===== src/rtl/omok_move_ctrl.sv =====
// omok_move_ctrl: cursor/turn sequencer for an N x N omok board; issues stone writes and scans the
// placed stone's four lines for WIN_LEN-in-a-row. Draw detection is built with `define OMOK_DRAW_DETECT_EN.
module omok_move_ctrl #(
  parameter int N       = 10,
  parameter int POS_W   = 7,
  parameter int WIN_LEN = 5
) (
  input  logic             clk,
  input  logic             rst,
  input  logic             cmd_valid,
  input  logic [2:0]       cmd_code,
  input  logic             new_game,
  input  logic [N*N-1:0]   board_state,
  input  logic [N*N-1:0]   turn_map,
  output logic             cmd_ready,
  output logic [POS_W-1:0] cursor_pos,
  output logic             cur_turn,
  output logic             wr_en,
  output logic [POS_W-1:0] wr_pos,
  output logic             wr_color,
  output logic             clr_board,
  output logic             put_reject,
  output logic             busy,
  output logic             game_over,
  output logic             winner,
  output logic             draw
);

  localparam int RC_W  = $clog2(N) + 2;
  localparam int ST_W  = $clog2(WIN_LEN) + 1;
  localparam int CNT_W = $clog2(2 * WIN_LEN) + 1;

  localparam logic [RC_W-1:0]  CTR_RC    = RC_W'(N / 2 - 1);
  localparam logic [RC_W-1:0]  MAX_RC    = RC_W'(N - 1);
  localparam logic [POS_W-1:0] CTR_POS   = POS_W'((N / 2 - 1) * N + N / 2 - 1);
  localparam logic [POS_W-1:0] ROW_STEP  = POS_W'(N);
  localparam logic [ST_W-1:0]  STEP_LAST = ST_W'(WIN_LEN - 2);
  localparam logic [CNT_W-1:0] WIN_CNT   = CNT_W'(WIN_LEN);
  localparam logic [1:0]       DIR_LAST  = 2'd3;

  localparam logic [2:0] CMD_UP    = 3'd0;
  localparam logic [2:0] CMD_LEFT  = 3'd1;
  localparam logic [2:0] CMD_PUT   = 3'd2;
  localparam logic [2:0] CMD_RIGHT = 3'd3;
  localparam logic [2:0] CMD_DOWN  = 3'd5;

  typedef enum logic [2:0] {
    ST_IDLE   = 3'd0,
    ST_WRITE  = 3'd1,
    ST_SETTLE = 3'd2,
    ST_SCAN   = 3'd3,
    ST_OVER   = 3'd4
  } state_t;

  state_t           state_r;
  logic [RC_W-1:0]  row_r;
  logic [RC_W-1:0]  col_r;
  logic [POS_W-1:0] cursor_pos_r;
  logic             cur_turn_r;
  logic             wr_en_r;
  logic [POS_W-1:0] wr_pos_r;
  logic             wr_color_r;
  logic             clr_board_r;
  logic             put_reject_r;
  logic             game_over_r;
  logic             winner_r;
  logic [1:0]       dir_r;
  logic             side_r;
  logic [ST_W-1:0]  step_r;
  logic [CNT_W-1:0] count_r;

`ifdef OMOK_DRAW_DETECT_EN
  localparam int SC_W = $clog2(N * N + 1);
  localparam logic [SC_W-1:0] FULL_CNT = SC_W'(N * N);
  logic [SC_W-1:0] stones_r;
  logic            draw_r;
`endif

  logic                   row_mv_s;
  logic                   col_inc_s;
  logic                   col_dec_s;
  logic signed [RC_W-1:0] off_s;
  logic signed [RC_W-1:0] row_d_s;
  logic signed [RC_W-1:0] col_d_s;
  logic signed [RC_W-1:0] pr_s;
  logic signed [RC_W-1:0] pc_s;
  logic                   on_board_s;
  logic [POS_W-1:0]       probe_idx_s;
  logic                   hit_s;
  logic                   side_done_s;
  logic [CNT_W-1:0]       total_s;

  // Direction decode: H(0,+1), V(+1,0), D(+1,+1), A(+1,-1).
  always_comb begin
    row_mv_s  = 1'b0;
    col_inc_s = 1'b0;
    col_dec_s = 1'b0;
    case (dir_r)
      2'd0: col_inc_s = 1'b1;
      2'd1: row_mv_s = 1'b1;
      2'd2: begin
        row_mv_s  = 1'b1;
        col_inc_s = 1'b1;
      end
      2'd3: begin
        row_mv_s  = 1'b1;
        col_dec_s = 1'b1;
      end
      default: begin
        row_mv_s  = 1'b0;
        col_inc_s = 1'b0;
        col_dec_s = 1'b0;
      end
    endcase
  end

  // Probe cell for the current direction/side/step; off-board probes never index the board.
  always_comb begin
    off_s = RC_W'(step_r) + RC_W'(1);
    if (row_mv_s) begin
      row_d_s = off_s;
    end else begin
      row_d_s = '0;
    end
    if (col_inc_s) begin
      col_d_s = off_s;
    end else if (col_dec_s) begin
      col_d_s = -off_s;
    end else begin
      col_d_s = '0;
    end
    if (side_r) begin
      pr_s = $signed(row_r) - row_d_s;
      pc_s = $signed(col_r) - col_d_s;
    end else begin
      pr_s = $signed(row_r) + row_d_s;
      pc_s = $signed(col_r) + col_d_s;
    end
    on_board_s = !pr_s[RC_W-1] && !pc_s[RC_W-1] &&
                 (pr_s <= $signed(MAX_RC)) && (pc_s <= $signed(MAX_RC));
    if (on_board_s) begin
      probe_idx_s = POS_W'(pr_s) * ROW_STEP + POS_W'(pc_s);
    end else begin
      probe_idx_s = '0;
    end
    hit_s       = on_board_s && board_state[probe_idx_s] && (turn_map[probe_idx_s] == cur_turn_r);
    side_done_s = !hit_s || (step_r == STEP_LAST);
    if (hit_s) begin
      total_s = count_r + CNT_W'(1);
    end else begin
      total_s = count_r;
    end
  end

  // Game sequencer: cursor, turn, write strobes, line scan and game-over lock.
  always_ff @(posedge clk or negedge rst) begin
    if (!rst) begin
      state_r      <= ST_IDLE;
      row_r        <= CTR_RC;
      col_r        <= CTR_RC;
      cursor_pos_r <= CTR_POS;
      cur_turn_r   <= 1'b0;
      wr_en_r      <= 1'b0;
      wr_pos_r     <= '0;
      wr_color_r   <= 1'b0;
      clr_board_r  <= 1'b0;
      put_reject_r <= 1'b0;
      game_over_r  <= 1'b0;
      winner_r     <= 1'b0;
      dir_r        <= 2'd0;
      side_r       <= 1'b0;
      step_r       <= '0;
      count_r      <= '0;
`ifdef OMOK_DRAW_DETECT_EN
      stones_r     <= '0;
      draw_r       <= 1'b0;
`endif
    end else begin
      wr_en_r      <= 1'b0;
      clr_board_r  <= 1'b0;
      put_reject_r <= 1'b0;
      if (new_game) begin
        state_r      <= ST_IDLE;
        row_r        <= CTR_RC;
        col_r        <= CTR_RC;
        cursor_pos_r <= CTR_POS;
        cur_turn_r   <= 1'b0;
        clr_board_r  <= 1'b1;
        game_over_r  <= 1'b0;
        winner_r     <= 1'b0;
        dir_r        <= 2'd0;
        side_r       <= 1'b0;
        step_r       <= '0;
`ifdef OMOK_DRAW_DETECT_EN
        stones_r     <= '0;
        draw_r       <= 1'b0;
`endif
      end else begin
`ifdef OMOK_DRAW_DETECT_EN
        if (wr_en_r) begin
          stones_r <= stones_r + SC_W'(1);
        end
`endif
        case (state_r)
          ST_IDLE, ST_OVER: begin
            if (cmd_valid) begin
              case (cmd_code)
                CMD_UP: if (row_r != '0) begin
                  row_r        <= row_r - RC_W'(1);
                  cursor_pos_r <= cursor_pos_r - ROW_STEP;
                end
                CMD_DOWN: if (row_r != MAX_RC) begin
                  row_r        <= row_r + RC_W'(1);
                  cursor_pos_r <= cursor_pos_r + ROW_STEP;
                end
                CMD_LEFT: if (col_r != '0) begin
                  col_r        <= col_r - RC_W'(1);
                  cursor_pos_r <= cursor_pos_r - POS_W'(1);
                end
                CMD_RIGHT: if (col_r != MAX_RC) begin
                  col_r        <= col_r + RC_W'(1);
                  cursor_pos_r <= cursor_pos_r + POS_W'(1);
                end
                CMD_PUT: begin
                  if ((state_r == ST_OVER) || board_state[cursor_pos_r]) begin
                    put_reject_r <= 1'b1;
                  end else begin
                    state_r    <= ST_WRITE;
                    wr_en_r    <= 1'b1;
                    wr_pos_r   <= cursor_pos_r;
                    wr_color_r <= cur_turn_r;
                  end
                end
                default: state_r <= state_r;
              endcase
            end
          end
          ST_WRITE: state_r <= ST_SETTLE;
          ST_SETTLE: begin
            state_r <= ST_SCAN;
            dir_r   <= 2'd0;
            side_r  <= 1'b0;
            step_r  <= '0;
            count_r <= CNT_W'(1);
          end
          ST_SCAN: begin
            if (!side_done_s) begin
              step_r  <= step_r + ST_W'(1);
              count_r <= total_s;
            end else if (!side_r) begin
              side_r  <= 1'b1;
              step_r  <= '0;
              count_r <= total_s;
            end else if (total_s >= WIN_CNT) begin
              state_r     <= ST_OVER;
              game_over_r <= 1'b1;
              winner_r    <= cur_turn_r;
            end else if (dir_r != DIR_LAST) begin
              dir_r   <= dir_r + 2'd1;
              side_r  <= 1'b0;
              step_r  <= '0;
              count_r <= CNT_W'(1);
            end else begin
`ifdef OMOK_DRAW_DETECT_EN
              if (stones_r == FULL_CNT) begin
                state_r     <= ST_OVER;
                game_over_r <= 1'b1;
                draw_r      <= 1'b1;
              end else begin
                state_r    <= ST_IDLE;
                cur_turn_r <= !cur_turn_r;
              end
`else
              state_r    <= ST_IDLE;
              cur_turn_r <= !cur_turn_r;
`endif
            end
          end
          default: state_r <= ST_IDLE;
        endcase
      end
    end
  end

  assign cmd_ready  = (state_r == ST_IDLE) || (state_r == ST_OVER);
  assign busy       = !((state_r == ST_IDLE) || (state_r == ST_OVER));
  assign cursor_pos = cursor_pos_r;
  assign cur_turn   = cur_turn_r;
  assign wr_en      = wr_en_r;
  assign wr_pos     = wr_pos_r;
  assign wr_color   = wr_color_r;
  assign clr_board  = clr_board_r;
  assign put_reject = put_reject_r;
  assign game_over  = game_over_r;
  assign winner     = winner_r;
`ifdef OMOK_DRAW_DETECT_EN
  assign draw       = draw_r;
`else
  assign draw       = 1'b0;
`endif

endmodule

===== config.mk =====
export PLATFORM = sky130hd
export DESIGN_NAME = omok_move_ctrl
export DESIGN_NICKNAME = d
export VERILOG_FILES = /design/src/rtl/omok_move_ctrl.sv
export SDC_FILE = /design/constraint.sdc
export NUM_CORES = 1
export LEC_CHECK = 0
export CAP_MARGIN = 20
export CORE_MARGIN = 3
export CORE_UTILIZATION = 53
export DETAILED_ROUTE_END_ITERATION = 7
export PLACE_DENSITY = 0.89
export SLEW_MARGIN = 40
export SYNTH_ARGS = -nofsm -noshare
export SYNTH_HDL_FRONTEND = slang
export SYNTH_SLANG_ARGS = --single-unit

===== constraint.sdc =====
create_clock -name clk -period 16.87 [get_ports clk]
set_clock_uncertainty 0.1 [all_clocks]
set_input_delay 2.5305 -clock clk [delete_from_list [all_inputs] [get_ports clk]]
set_output_delay 2.5305 -clock clk [all_outputs]
set_load 0.01 [all_outputs]

After elaboration in Yosys (flattened, before gate mapping)

Index checks and enable logic that the tools add are counted.

Register bits after elaboration: 48
Output and inout bits: 24
Logic and storage cells: 214

Add/subtract/negate cells: 18
Multipliers: 1
Order comparisons: 5
Eq/ne operators: 34
Mux-type cells: 95
Bitwise operators: 2
Reductions and logical operators: 43

Operators by type and width:

| operator                                                                | count |
|---|---|
| 6-bit 2-to-1 mux                                                        | 14 |
| 7-bit 2-to-1 mux                                                        | 8 |
| 1-bit 2-to-1 mux                                                        | 38 |
| 5-bit 2-to-1 mux                                                        | 6 |
| 3-bit inequality test, second input constant                            | 10 |
| 7-bit case mux with 4 select lines                                      | 1 |
| 5-bit AND reduction                                                     | 5 |
| 3-bit 2-to-1 mux                                                        | 8 |
| 6-bit case mux with 2 select lines                                      | 2 |
| 1-bit binary-select mux with 7-bit select                               | 3 |
| 4-bit 2-to-1 mux                                                        | 5 |
| 7-bit by 8-bit < comparator with 1-bit output, second input constant    | 2 |
| 2-bit nonzero test                                                      | 7 |
| 6-bit by 1-bit adder with 6-bit output, second input constant           | 2 |
| 6-bit adder                                                             | 2 |
| 3-bit by 2-bit == test with 1-bit output, second input constant         | 4 |
| 6-bit by 5-bit <= comparator with 1-bit output, second input constant   | 2 |
| 4-bit inequality test, second input constant                            | 3 |
| 6-bit by 4-bit inequality test with 1-bit output, second input constant | 2 |
| 3-bit case mux with 4 select lines                                      | 1 |
| 6-bit nonzero test                                                      | 2 |
| 6-bit by 1-bit subtractor with 6-bit output, second input constant      | 2 |
| 6-bit subtractor                                                        | 2 |
| 2-bit 2-to-1 mux                                                        | 5 |
| 40 further kinds                                                        | 62 |

Depth between registers and ports, before layout

Gate-level depths: netlist of the first run.

Depth after elaboration: 22
Mapped depth: 29
Depth with buffers taken out: 28

Worst setup path after synthesis of the first run

Ideal clock, no wire load.

Path type: register to register
Start point: register dir_r[0]
End point: register winner_r (netlist: winner)
Arrival time: 6,696 ps
Setup slack: 9,996 ps
Cell stages (with the launch flop): 26
Buffers on the path: 5
Period minus slack after synthesis: 6,874 ps
Path through: dfrtp_1 -> inv_1 -> ha_1 -> buf_2 -> or2_2 -> nor3_1 -> a21oi_1 -> a2bb2oi_1 -> ha_1 -> o21ai_0 -> fa_1 -> ha_1 -> fa_1 -> buf_2 -> buf_1 -> clkbuf_1 -> buf_1 -> mux2i_1 -> nor2_1 -> o41ai_4 -> o32a_2 -> o211ai_2 -> and3_2 -> o32a_1 -> or3_1 -> a21oi_1

Cells in the longest elaborated chain, start to end: 19

RTL lines:

| item                                                                                             | line     | RTL |
|---|---|---|
| start: declaration                                                                               | 67       | `logic [1:0] dir_r;` |
| start signal: assignment                                                                         | 259      | `dir_r <= dir_r + 2'd1;` |
| branches (longest 14 deep; another with 7-bit by 3-bit multiplier with 6-bit output)             | -        |  |
| 1-bit logical AND *                                                                              | 146      | `hit_s = on_board_s && board_state[probe_idx_s] && (turn_map[probe_idx_s] == cur_turn_r);` |
| 5-bit 2-to-1 mux or 1-bit logical NOT (tied branches)                                            | 148, 147 |  |
| 5-bit by 3-bit greater-or-equal comparator with 1-bit output or 1-bit logical OR (tied branches) | 254, 147 |  |
| 2-bit nonzero test (no line)                                                                     | -        |  |
| 4-bit AND reduction (no line) *                                                                  | -        |  |
| end signal: assignment                                                                           | 257      | `winner_r <= cur_turn_r;` |
| end: declaration                                                                                 | 66       | `logic winner_r;` |

Mark *: on every way between the ends. The select of a mux whose other input is x is not followed.
A chain may end at the register's enable or synchronous reset.

Worst setup path in the final report of the first run

Start point: register dir_r[0]
End point: register step_r[0]

Cells in the longest elaborated chain, start to end: 20

RTL lines:

| item                                                                                 | line | RTL |
|---|---|---|
| branches (longest 20 deep; another with 7-bit by 3-bit multiplier with 6-bit output) | -    |  |
| end signal: assignment                                                               | 248  | `step_r <= step_r + ST_W'(1);` |
| end: declaration                                                                     | 69   | `logic [ST_W-1:0] step_r;` |

Several ways; the timed one is not identified. The select of a mux whose other input is x is not followed.

==> results.cfg, run 1 <==
[outcome]
status = complete, no violations

[floorplan]
core_area_sq_um = 14040
start_util_pct = 54.68
die_x_um = 126.4
dieHeight_um = 126.4
ios = 231
dieArea_sq_um = 15970
placementRows = 43

[logic_synthesis]
synth_area_sq_um = 7679
synth_edf_count = 0
syn_inst = 862
postSynth.asyncResetShare_pct = 100.0
avgSynthCellArea_sq_um = 8.908
syn_nets = 1119
ys_ff_latch = 48
yosysWarnings = 0
synthFlopType = dfrtp_1
synth_cell_types = 106
ys_seq_area_share_pct = 15.72

[global_route]
grt_util_met2_pct = 57.13
top_usage_layer = met2
gr-usage-met3_pct = 9.137
grt_first_pass_wirelength_um = 44570
use_met1_pct = 44.08
grt_max_degree = 64
overflow = 0
antenna_found_initial = 0
grt_pass1_vias = 8327
track_usage_pct = 34.87

[timing]
hold_viol_final = 0
layout_setup_ws_ns = 8.694
rsz0062_at_grt = no
drv_slew = 0
finalCritPeriodShare_pct = 48.47
tightest_slew_ns = 0.7819
tns_ns = 0
slew_headroom_pct = 47.82
fin_crit_ns = 8.176
max_freq_mhz = 122.3
setup_viol = 0

[worst_setup_path]
crit_arrival_ns = 8.22
crit_required_ns = 16.91
critPathMaxStageDelay_ns = 0.76
timing.rr.start = dir_r[0]$_DFFE_PN0P_
endpoint_kind = flop
crit_start = dir_r[0]$_DFFE_PN0P_
critPathLaunchType = flop
crit_fanout = 38
crit_slowest_cell = clkinv_1
crit_type = reg -> reg

[pwr]
cellPowerDensity_nw_per_um2 = 246.8
power.leakage_nw = 3.878
peakVddDrop_mv = 0.2995
fin_total_pwr_mw = 2.498

[cts]
clock_sinks = 48
cts_resized = 0
cts_buffers = 5
htree_levels = 2
clockRootBuffer = clkbuf_16
hold_buffers = 0
clk_latency_ns = 0.30
cts_buffer_depth = 2
cts_tree = built
cts_setup_buffers = 0
clk_pin_slew_ns = 0.07

[route]
route.detailed.drc = 0
wl_per_cell_um = 22.95
vias_per_cell = 6.681
wl_um = 28380
drt.antenna.violating_nets = 0
dr.pass1.iters = 5
vias = 8264
drt_iter0_markers = 1038

[run]
cap_violations = 0

[place]
dp_hpwl_um = 22450
preCtsSetupSlack_ns = 8.811
port_buffers = 229
placed_area_sq_um = 9965
gp_congestion = 1.001

[final_layout]
area_delta_synth_final_pct = 31.84
diodes = 0
finalInstanceArea_sq_um = 10120
multi_input_comb_area_sq_um = 6010
fill_cells = 1021
final_core_util_pct = 72.09
nets = 1313
drive_above_1_share_pct = 14.29
regArea_sq_um = 1211

[min_path]
hp-start = game_over$_DFFE_PN0P_
min_path_type = reg -> reg
[cells in the mapped netlist (7+ instances only)]
cell      count  area, sq um
xnor2_1      30        262.8
a31oi_1      17        106.4
nand2_1      69        259.0
buf_1         8        30.03
nor3_1       18        90.09
clkbuf_8      8        110.1
mux4_2       49         1104
fa_1          8        160.2
xor2_1        9        78.83
o21ai_0      61        305.3
a21oi_1      68        340.3
o22ai_1      10        62.56
nor2b_1       9        56.30
o211ai_1      7        52.55
clkbuf_1     22        82.58
mux2_2       24        270.3
and3_1        7        43.79
ha_1         42        525.5
a21o_1       16        120.1
mux2i_1      23        230.2
a311oi_1      7        61.31
inv_1        44        165.2
nand3_1      16        80.08
nand2b_1      8        50.05
nor2_1       70        262.8
dfrtp_1      43         1076
[logic make-up after synthesis]
group / Yosys count / synth area share, %
muxes: 97 / 21.09
AOI/OAI and AO/OA: 279 / 25.42
DFF: 48 / 15.72
adders and majority gates: 50 / 8.929
xor gates and xnor gates: 46 / 6.404
other: 1 / 0.04884
buffers and inverters: 97 / 6.665
and+or+nand+nor: 244 / 15.72
[stage by stage]
stage / hold WS, ns / instances
after global placement: 0.3787 / 1228
after CTS: 0.4074 / 1236
after global routing: 0.4276 / 1237
after floorplan: 0.3572 / 862
final: 0.4015 / 1237
after detailed placement: 0.3899 / 1228
[sequential cells by signal, indices dropped and copies added (netlist names), 2 cells and up]
name and cells:
step_r 4, row_r 6, wr_pos 7, dir_r 2
count_r 5, state_r 3, col_r 6, cursor_pos 7
[cells in the final DEF, fill, tap and decap left out, drive strengths merged, types with 10 or more instances in the layout]
| cell | Yosys | layout |
|---|---|---|
| clkdlybuf4s50 | 0 | 228 |
| nor2 | 70 | 70 |
| nand2 | 70 | 70 |
| a21oi | 68 | 68 |
| o21ai | 67 | 67 |
| mux4 | 49 | 49 |
| inv | 44 | 45 |
| dfrtp | 43 | 43 |
| ha | 42 | 42 |
| xnor2 | 31 | 31 |
| mux2 | 25 | 25 |
| mux2i | 23 | 23 |
| nor3 | 19 | 19 |
| a31oi | 18 | 18 |
| nand3 | 17 | 17 |
| a21o | 17 | 17 |
| o22ai | 10 | 10 |
| xor2 | 10 | 10 |
| buf | 19 | 10 |
| o211ai | 10 | 10 |
[layout make-up]
class,instances,share of cell area (%)
clock buffer,7,1.310
clock inverter,1,0.04944
inverter,46,1.706
multi-input combinational,717,59.36
sequential,48,11.96
tap,180,2.225
timing repair buffer,238,23.38
[routing by layer]
| metal | vias up | part of all wire, % |
|---|---|---|
| li1 | 3690 | - |
| met1 | 3868 | 37 |
| met2 | 593 | 47 |
| met3 | 113 | 11 |
| met4 | 0 | 4.7 |
| met5 | - | 0 |
[critical path, delay by kind of cell, from the launching register on]
kind	cells	cell delay, ns
and+or+nand+nor	6	1.40
DFF	1	0.40
AOI/OAI and AO/OA	11	2.76
muxes	1	0.17
buffers and inverters	3	1.33
adders and majority gates	5	1.88
[where the power goes]
group | internal (mW) | switching (mW)
Combinational | 0.846 | 1.36
Sequential | 0.144 | 0.0524
Clock | 0.0549 | 0.0439
Total | 1.04 | 1.45
[final timing paths]
path,end,slack (ns),cells past startpoint
worst max-delay path,step_r[0]$_DFFE_PN0P_,8.69,26
worst min-delay path,game_over$_DFFE_PN0P_,0.40,1
worst max register to register,step_r[0]$_DFFE_PN0P_,8.69,26
worst min register to register,game_over$_DFFE_PN0P_,0.40,1
max in group asynchronous,cursor_pos[0]$_DFFE_PN0P_,13.94,2
min in group asynchronous,state_r[1]$_DFFE_PN0P_,2.24,2
Note: power is estimated with default switching activity, not from simulation.
==> inputs of run 2 (changes only) <==
Settings changed: CORE_UTILIZATION 53 to 45, PLACE_DENSITY 0.89 to 0.8.
Clock period 16.87 ns to 7.1 ns, I/O delays scaled along.
==> run 2 against run 1 <==
Compared with the run above:
- maximum frequency up 22%
- routed wire length down 1.4%
- count of clock-buffer cells in the layout down 1
- first-iteration DRC count down 19%
- die area up 17%
- sequential share of layout area down 0.34 points
- register-to-register slack worse by 8.3 ns
- non-clock buffer count up 20
- setup slack worse by 8.3 ns
- via count up 0.46%
- highest routed layer unchanged
==> results.cfg, run 2 (synthesis gave the netlist of run 1 again) <==
[outcome]
status = complete, no violations

[final_layout]
diodes = 0
finalInstanceArea_sq_um = 10420
fill_cells = 1395
area_delta_synth_final_pct = 35.75
drive_above_1_share_pct = 17.46
final_common_cell = clkdlybuf4s50_1
mostFrequentLayoutCells = clkdlybuf4s50_1, nor2_1, nand2_1
final_core_util_pct = 62.63
nets = 1333

[timing]
setup_viol = 0
layout_setup_ws_ns = 0.3784
drv_slew = 0
hold_viol_final = 0
finalCritPeriodShare_pct = 94.67
slew_headroom_pct = 50.66
fin_hold_ws_ns = 0.4072
max_freq_mhz = 148.8
fin_crit_ns = 6.722
tightest_slew_ns = 0.7402

[cts]
clockRootBuffer = clkbuf_16
cts_tree = built
cts_buffer_depth = 2
cts_buffers = 5
hold_buffers = 0
htree_levels = 2
clk_latency_ns = 0.29
clk_pin_slew_ns = 0.07
clock_sinks = 48

[route]
route.detailed.drc = 0
vias_per_cell = 6.401
dr.pass1.iters = 6
wl_um = 27990
drt.antenna.violating_nets = 0
drt_iter0_markers = 836
vias = 8302
wl_per_cell_um = 21.58

[global_route]
grt_first_pass_wirelength_um = 43190
overflow = 0
grt_pass1_vias = 8103
grt_max_degree = 49
gr-usage-met3_pct = 6.287
use_met1_pct = 37.10
grt_util_met2_pct = 48.96
antenna_found_initial = 0
top_usage_layer = met2
track_usage_pct = 29.35

[place]
preCtsSetupSlack_ns = 0.1262
gp_congestion = 0.9876
port_buffers = 229
placed_area_sq_um = 10130
dp_hpwl_um = 22700

[floorplan]
dieHeight_um = 136.6
core_area_sq_um = 16640
start_util_pct = 46.14
dieArea_sq_um = 18670
die_x_um = 136.6
ios = 231
placementRows = 47

[min_path]
min_path_type = reg -> reg
hp-start = wr_pos[2]$_DFFE_PN0P_
hold_path_depth = 1
min_to = wr_pos[2]$_DFFE_PN0P_

[worst_setup_path]
crit_required_ns = 7.22
rrSetupSlack_ns = 0.38
worst_r2r_endpoint = winner$_DFFE_PN0P_
timing.rr.start = dir_r[0]$_DFFE_PN0P_
crit_fanout = 11
crit_type = reg -> reg
crit_start = dir_r[0]$_DFFE_PN0P_
reg2reg_depth = 26
endpoint_kind = flop
critPathLaunchType = flop
crit_arrival_ns = 6.85

[run]
cap_violations = 0
[run 2: worst max-delay path by stage]
stage                              to  slack [ns]  cells past startpoint
6_report           winner$_DFFE_PN0P_        0.38                     26
5_1_grt        count_r[2]$_DFFE_PN0P_       -0.03                     26
4_1_cts            winner$_DFFE_PN0P_        0.09                     26
3_5_place_dp   state_r[1]$_DFFE_PN0P_        0.13                     26
3_3_place_gp   state_r[1]$_DFFE_PN0P_        0.23                     26
2_1_floorplan      winner$_DFFE_PN0P_        0.23                     25
[run 2: through the flow]
stage / TNS (ns) / std cells
finish: 0 / 1297
global route: -0.04511 / 1297
CTS: 0 / 1296
detailed placement: 0 / 1288
global placement: 0 / 1288
floorplan: 0 / 862
[run 2: final cells by class]
type	instances	area [sq um]	area share, %
clock inverter	2	15.01	0.1440
sequential	48	1211	11.62
tap	220	275.3	2.641
inverter	46	176.4	1.692
clock buffer	6	138.9	1.332
timing repair buffer	258	2505	24.03
multi-input combinational	717	6102	58.54
[run 2: metal layers]
layer	up-vias	wire, um
met2	511	13610
met5	-	0
met1	3980	10800
li1	3720	-
met3	91	2361
met4	0	1219
[run 2: critical path: stages (launching register included)]
cell,delay [ns]
dfrtp_1,0.42
inv_1,0.10
ha_2,0.26
or2_2,0.33
ha_1,0.20
nor2_1,0.16
xnor2_1,0.14
ha_1,0.30
a21oi_2,0.22
and3b_1,0.21
nor2_1,0.05
ha_1,0.27
ha_1,0.30
ha_1,0.34
inv_1,0.11
xnor2_2,0.26
nand2_1,0.21
a211oi_1,0.31
o2111ai_2,0.17
a311oi_2,0.38
o21ai_1,0.15
o31ai_4,0.23
o211ai_2,0.21
and3_2,0.27
o32a_1,0.46
or3_1,0.37
a21oi_1,0.12
[run 2: what timing repair did]
item,in CTS,in global routing
endpoints found under the setup margin,0,18
buffers inserted,0,1
resized for setup,0,26
Power of run 2 is not shown: default switching activity piles up to over one toggle a cycle in this logic, so the estimate is an artifact.
